==> src/rtl/cpu_pkg.sv <==
// Shared definitions for the MEM stage: FSM encoding, architectural register
// indices and datapath defaults.
package cpu_pkg;

    localparam int unsigned DATA_W_DEF = 32;

    localparam logic STATE_IDLE   = 1'b0;
    localparam logic STATE_ACCESS = 1'b1;

    localparam logic [4:0] SP_REG = 5'b11101;

    // Only a pure load returns data; read+write is treated as a store.
    function automatic logic is_load_only(input logic mem_read, input logic mem_write);
        return mem_read & ~mem_write;
    endfunction

endpackage

==> src/rtl/exmem_reg.sv <==
// EX/MEM field register: loads execute results, or a bubble with all enables
// cleared, and can drop the write-back enable of the held instruction.
module exmem_reg #(
    parameter int unsigned DATA_W = 32
) (
    input  logic              clk_i,
    input  logic              rst_ni,
    input  logic              load_i,
    input  logic              bubble_i,
    input  logic              kill_wb_i,
    input  logic              reg_write_i,
    input  logic              mem_write_i,
    input  logic              mem_read_i,
    input  logic              mem_to_reg_i,
    input  logic              mem_src_i,
    input  logic [4:0]        dest_reg_i,
    input  logic [DATA_W-1:0] alu_addr_i,
    input  logic [DATA_W-1:0] non_alu_addr_i,
    input  logic [DATA_W-1:0] wdata_i,
    output logic              reg_write_o,
    output logic              mem_write_o,
    output logic              mem_read_o,
    output logic              mem_to_reg_o,
    output logic              mem_src_o,
    output logic [4:0]        dest_reg_o,
    output logic [DATA_W-1:0] alu_addr_o,
    output logic [DATA_W-1:0] non_alu_addr_o,
    output logic [DATA_W-1:0] wdata_o
);

    always_ff @(posedge clk_i or negedge rst_ni) begin
        if (!rst_ni) begin
            reg_write_o    <= 1'b0;
            mem_write_o    <= 1'b0;
            mem_read_o     <= 1'b0;
            mem_to_reg_o   <= 1'b0;
            mem_src_o      <= 1'b0;
            dest_reg_o     <= '0;
            alu_addr_o     <= '0;
            non_alu_addr_o <= '0;
            wdata_o        <= '0;
        end else if (load_i) begin
            reg_write_o    <= reg_write_i & ~bubble_i;
            mem_write_o    <= mem_write_i & ~bubble_i;
            mem_read_o     <= mem_read_i & ~bubble_i;
            mem_to_reg_o   <= mem_to_reg_i & ~bubble_i;
            mem_src_o      <= mem_src_i;
            dest_reg_o     <= dest_reg_i;
            alu_addr_o     <= alu_addr_i;
            non_alu_addr_o <= non_alu_addr_i;
            wdata_o        <= wdata_i;
        end else if (kill_wb_i) begin
            reg_write_o    <= 1'b0;
        end
    end

endmodule

==> src/rtl/mem_access_stage.sv <==
// EX/MEM pipeline register and data-memory req/ack controller.
// Optional watchdog with mem_err output: define MEM_TIMEOUT_EN.
module mem_access_stage
    import cpu_pkg::*;
#(
    parameter int unsigned ADDR_W         = 12,
    parameter int unsigned DATA_W         = DATA_W_DEF,
    parameter int unsigned TIMEOUT_CYCLES = 64
) (
    input  logic              clk,
    input  logic              rst_n,
    input  logic              ex_valid,
    input  logic              flush,
    input  logic              RegWrite_in,
    input  logic              MemWrite_in,
    input  logic              MemRead_in,
    input  logic              MemToReg_in,
    input  logic              MemSrc_in,
    input  logic [4:0]        DestReg_in,
    input  logic [DATA_W-1:0] ALU_addr_in,
    input  logic [DATA_W-1:0] NON_ALU_addr_in,
    input  logic [DATA_W-1:0] MemWrite_data_in,
    output logic              mem_req,
    output logic              mem_we,
    output logic [ADDR_W-1:0] mem_addr,
    output logic [DATA_W-1:0] mem_wdata,
    input  logic              mem_ack,
    input  logic [DATA_W-1:0] mem_rdata,
    output logic              stall,
    output logic [DATA_W-1:0] MEM_ALUfrwd_data,
    output logic [DATA_W-1:0] MEM_Memfrwd_data,
    output logic [DATA_W-1:0] EXMEM_ALU_addr,
    output logic              wb_valid,
    output logic              wb_RegWrite,
    output logic              wb_MemToReg,
    output logic [4:0]        wb_DestReg,
    output logic [DATA_W-1:0] wb_alu_data,
    output logic [DATA_W-1:0] wb_mem_data
`ifdef MEM_TIMEOUT_EN
    ,
    output logic              mem_err
`endif
);

    logic              state_q, state_d;
    logic              access;
    logic              is_mem_in;
    logic              timeout;
    logic              wb_valid_q, wb_valid_d;
    logic [DATA_W-1:0] mem_data_q, mem_data_d;

    logic              r_reg_write, r_mem_write, r_mem_read, r_mem_to_reg, r_mem_src;
    logic [4:0]        r_dest_reg;
    logic [DATA_W-1:0] r_alu_addr, r_non_alu_addr, r_wdata;
    logic [DATA_W-1:0] sel_addr;
    logic              unused_addr_hi;

    assign access    = (state_q == STATE_ACCESS);
    assign is_mem_in = MemRead_in | MemWrite_in;

    // The register only follows execute while idle; during an access it holds.
    exmem_reg #(
        .DATA_W(DATA_W)
    ) u_exmem_reg (
        .clk_i          (clk),
        .rst_ni         (rst_n),
        .load_i         (~access),
        .bubble_i       (flush | ~ex_valid),
        .kill_wb_i      (timeout),
        .reg_write_i    (RegWrite_in),
        .mem_write_i    (MemWrite_in),
        .mem_read_i     (MemRead_in),
        .mem_to_reg_i   (MemToReg_in),
        .mem_src_i      (MemSrc_in),
        .dest_reg_i     (DestReg_in),
        .alu_addr_i     (ALU_addr_in),
        .non_alu_addr_i (NON_ALU_addr_in),
        .wdata_i        (MemWrite_data_in),
        .reg_write_o    (r_reg_write),
        .mem_write_o    (r_mem_write),
        .mem_read_o     (r_mem_read),
        .mem_to_reg_o   (r_mem_to_reg),
        .mem_src_o      (r_mem_src),
        .dest_reg_o     (r_dest_reg),
        .alu_addr_o     (r_alu_addr),
        .non_alu_addr_o (r_non_alu_addr),
        .wdata_o        (r_wdata)
    );

`ifdef MEM_TIMEOUT_EN
    localparam int unsigned CNT_W = $clog2(TIMEOUT_CYCLES + 1);

    logic [CNT_W-1:0] cnt_q, cnt_d;
    logic             mem_err_q;

    assign cnt_d   = access ? cnt_q + 1'b1 : '0;
    assign timeout = access & ~mem_ack & (cnt_q == CNT_W'(TIMEOUT_CYCLES - 1));
    assign mem_err = mem_err_q;

    always_ff @(posedge clk or negedge rst_n) begin
        if (!rst_n) begin
            cnt_q     <= '0;
            mem_err_q <= 1'b0;
        end else begin
            cnt_q     <= cnt_d;
            mem_err_q <= timeout;
        end
    end
`else
    assign timeout = 1'b0;
`endif

    always_comb begin
        state_d    = state_q;
        wb_valid_d = 1'b0;
        mem_data_d = mem_data_q;
        if (access) begin
            if (mem_ack) begin
                state_d    = STATE_IDLE;
                wb_valid_d = 1'b1;
                if (is_load_only(r_mem_read, r_mem_write)) begin
                    mem_data_d = mem_rdata;
                end
            end else if (timeout) begin
                state_d    = STATE_IDLE;
                wb_valid_d = 1'b1;
            end
        end else if (ex_valid) begin
            // A flushed instruction still retires, but as a bubble.
            if (!flush && is_mem_in) begin
                state_d = STATE_ACCESS;
            end else begin
                wb_valid_d = 1'b1;
            end
        end
    end

    always_ff @(posedge clk or negedge rst_n) begin
        if (!rst_n) begin
            state_q    <= STATE_IDLE;
            wb_valid_q <= 1'b0;
            mem_data_q <= '0;
        end else begin
            state_q    <= state_d;
            wb_valid_q <= wb_valid_d;
            mem_data_q <= mem_data_d;
        end
    end

    assign sel_addr       = r_mem_src ? r_non_alu_addr : r_alu_addr;
    assign unused_addr_hi = ^(sel_addr >> ADDR_W);

    assign mem_req   = access;
    assign mem_we    = access & r_mem_write;
    assign mem_addr  = access ? sel_addr[ADDR_W-1:0] : '0;
    assign mem_wdata = access ? r_wdata : '0;
    assign stall     = access;

    assign MEM_ALUfrwd_data = r_alu_addr;
    assign MEM_Memfrwd_data = mem_data_q;
    assign EXMEM_ALU_addr   = r_alu_addr;

    assign wb_valid    = wb_valid_q;
    assign wb_RegWrite = r_reg_write;
    assign wb_MemToReg = r_mem_to_reg;
    assign wb_DestReg  = r_dest_reg;
    assign wb_alu_data = r_alu_addr;
    assign wb_mem_data = mem_data_q;

endmodule
==> config.mk <==
export PLATFORM = sky130hd
export DESIGN_NAME = mem_access_stage
export DESIGN_NICKNAME = d
export VERILOG_FILES = /design/src/rtl/cpu_pkg.sv /design/src/rtl/exmem_reg.sv /design/src/rtl/mem_access_stage.sv
export SDC_FILE = /design/constraint.sdc
export NUM_CORES = 1
export LEC_CHECK = 0
export CORE_AREA = 2 2 140 142
export CTS_BUF_LIST = sky130_fd_sc_hd__clkbuf_8
export DETAILED_ROUTE_END_ITERATION = 8
export DIE_AREA = 0 0 142 144
export PLACE_DENSITY_LB_ADDON = 0.25
export SLEW_MARGIN = 20
export SYNTH_ARGS = -nofsm -noshare
export SYNTH_HDL_FRONTEND = slang
export SYNTH_SLANG_ARGS = --single-unit
==> constraint.sdc <==
create_clock -name clk -period 1.38 [get_ports clk]
set_clock_uncertainty 0.05 [all_clocks]
set_input_delay 0.207 -clock clk [delete_from_list [all_inputs] [get_ports clk]]
set_output_delay 0.207 -clock clk [all_outputs]
set_load 0.1 [all_outputs]
==> metrics.txt, run 1 <==
DRT Pass-1 Iters 4; H-tree Lvls 4; largest net degree at the start of global routing 49; most used cell, CP buf_12; slew margin rel. 78.22%; Die X-Extent 142 µm; transition time of the tightest slew-check pin 0.3267 ns; final worst path period share 129.3%; Yosys reg bits 120; met3 WL 1092 µm; Worst-Skew Late Latency 0.42 ns; # IOs 358; crit path capture type output port; GP Congestion 0.7367; Hold WC Path Type in -> async; final worst slack -0.4045 ns; hpwl dp 13180 µm; Worst setup startpoint u_exmem_reg.mem_src_o; ys async rst share 100.0%; crit path time final 1.785 ns; Reg clk slew, reported paths 0.07 ns; vias in the first global route 4716; area leader, netlist dfrtp_1; Final setup viols 174; CP Launch Type flip-flop; Mapped Cells 427; CTS tree built; Syn Nets 570; routed vias/inst 4.395; Layout area overhead 118.9%; final WL 18340 µm; total number of vias 4294; core area 19080 µm²; top sig layer met4; RSZ-0062 raised after global routing true; post-DR wirelength/cell 18.77 µm; RR Startpoint mem_req; Ys Warns 0; Clock Path Buffers 2; status finished, violations left; Setup CP Type reg -> out; post-synthesis cell area 5649 µm²; CP Max Fanout 13; worst path cell trace buf_12 -> mux2i_1 -> nor2b_4 -> buf_12; layout net count 869; initial antenna violation count 0; Post-synth EDFFs 0; count of input and output buffers 337; Cell Rows 51; Die Ht 144 µm; sequential element share of the synthesized area 53.16%; Max Fclk 560.4 MHz; top-area cell type share of the netlist area 53.16%; synth unique cells 17; Final Hold Viols 0; MaxCap Viol Count 0; CTS Sinks 120; Worst path slowest cell dfrtp_1; GRT Total Usage 17.13%; pwr/cell area 1870 nW/µm²; Final ANT Viol Nets 0; LEAKAGE 5.394 nW; total congestion overflow 0; M1 WL 6647 µm; share of cells above drive strength 1 73.21%; Synth area leaders dfrtp_1 53%, mux2_2 22%, buf_4 14%, and2_1 3.7%, mux2i_1 2.1%; Max stage delay on crit path 0.37 ns; VDD IR max 791.8 µV; Post-Route Setup TNS -37.13 ns; Starting Density 29.61%; top cells by count, synth 120 x dfrtp_1, 112 x mux2_2, 105 x buf_4; total CTS buffers 17; Routed met2 length 10390 µm; dpl ws -0.1727 ns; violated checks setup timing; first-pass GRT wire length 26520 µm; leading register cell type out of synthesis dfrtp_1; die area 20450 µm²; Worst Path Required 1.12 ns; Initial DRC Count 89; CTS Root Cell clkbuf_8; data arrival time of the worst path 1.53 ns; Post-Syn Area per Cell 13.23 µm²; count leader, synth dfrtp_1; Final Max Slew Viols 0; final design utilization 64.80%; DRC 0; n_diodes 0
[cell usage in the layout, fill, tap and decap left out, types with 4 or more instances in the layout]
master | synthesis | routed
buf_6 | 0 | 20
clkdlybuf4s50_1 | 0 | 121
buf_4 | 105 | 14
mux2_2 | 112 | 80
dfrtp_2 | 0 | 64
dfrtp_1 | 120 | 55
clkinv_2 | 0 | 5
clkbuf_16 | 0 | 4
mux2_4 | 0 | 34
nand2b_1 | 6 | 6
nor2b_4 | 0 | 12
buf_12 | 0 | 227
mux2i_2 | 0 | 9
clkbuf_8 | 0 | 21
buf_16 | 0 | 7
and2_4 | 0 | 33
[where the power goes]
part	switching (mW)	internal (mW)	total, mW
clock	1.36	1.58	2.94
combinational	9.34	5.68	15.0
sequential	0.976	4.20	5.17
[worst paths after layout]
check                      slack [ns]                        end  cells after the start
min reg2reg                      0.46     u_exmem_reg.wdata_o[0]                      1
max reg2reg                     -0.34       MEM_Memfrwd_data[10]                      6
min                              0.19    u_exmem_reg.wdata_o[24]                      2
max                             -0.40                mem_addr[6]                      4
max in group asynchronous        0.49  u_exmem_reg.alu_addr_o[0]                      3
min in group clk                 0.30   u_exmem_reg.mem_to_reg_o                      3
[through the flow]
| stage | area [µm²] | total power [mW] | std cells | hold WS [ns] |
|---|---|---|---|---|
| finish | 12360 | 23.12 | 977 | 0.1924 |
| global route | 12360 | 23.80 | 977 | 0.1801 |
| CTS | 11960 | 22.91 | 962 | 0.1548 |
| detailed placement | 11190 | 19.67 | 915 | 0.07883 |
| floorplan | 5934 | 14.42 | 427 | -0.1386 |
| global placement | 11190 | 19.50 | 915 | 0.07792 |
[critical path: cells and delay by family, from the launching register on]
family	cells	cell delay, ns
simple gates	1	0.07
mux	1	0.30
buf+inv	2	0.36
flops	1	0.37
[per-layer routing]
metal  GRT usage, %  vias to the layer above
li1               -                     1930
met1          18.32                     2184
met2          32.42                      166
met3          5.430                       14
met4          4.737                        0
met5              0                        -
[kinds of logic (layout without fill, tap and decap cells)]
logic type	Yosys count	after routing	share of synthesized area [%]
multiplexers	126	126	24.85
flip-flops	120	120	53.16
buffers and inverters	117	429	14.88
AND/OR/NAND/NOR	57	57	6.290
AO/OA/AOI/OAI	7	7	0.8194
[cell type report]
class	instances	area, µm²
clock inverters	11	81.33
clock buffers	21	289.0
multi-input cells	190	2176
fillers	1344	6715
well taps	238	297.8
repair buffers	397	6434
flip-flops and latches	120	3087
[sequential cells by signal, summed over array words and instances, names as in the netlist]
signal                      flops
u_exmem_reg.mem_to_reg_o        1
u_exmem_reg.alu_addr_o         32
u_exmem_reg.mem_src_o           1
mem_req                         1
MEM_Memfrwd_data               32
u_exmem_reg.non_alu_addr_o     12
u_exmem_reg.reg_write_o         1
wb_valid                        1
u_exmem_reg.mem_write_o         1
u_exmem_reg.mem_read_o          1
u_exmem_reg.dest_reg_o          5
u_exmem_reg.wdata_o            32
[what timing repair did]
action | in CTS | in global routing
buffers inserted | 7 | 16
hold endpoints to repair | 120 | 0
pin swaps | 0 | 8
hold buffers | 1 | 0
resized for setup | 29 | 72
gates cloned | 7 | 4
endpoints found under the setup margin | 184 | 225
No activity file was read; power rests on OpenSTA's default activity.
==> run 2: changes to the inputs <==
Settings changed: SLEW_MARGIN 20 to 25.
==> results of run 2 <==
Same layout as run 1: the final DEF is identical, and so are final timing and power.
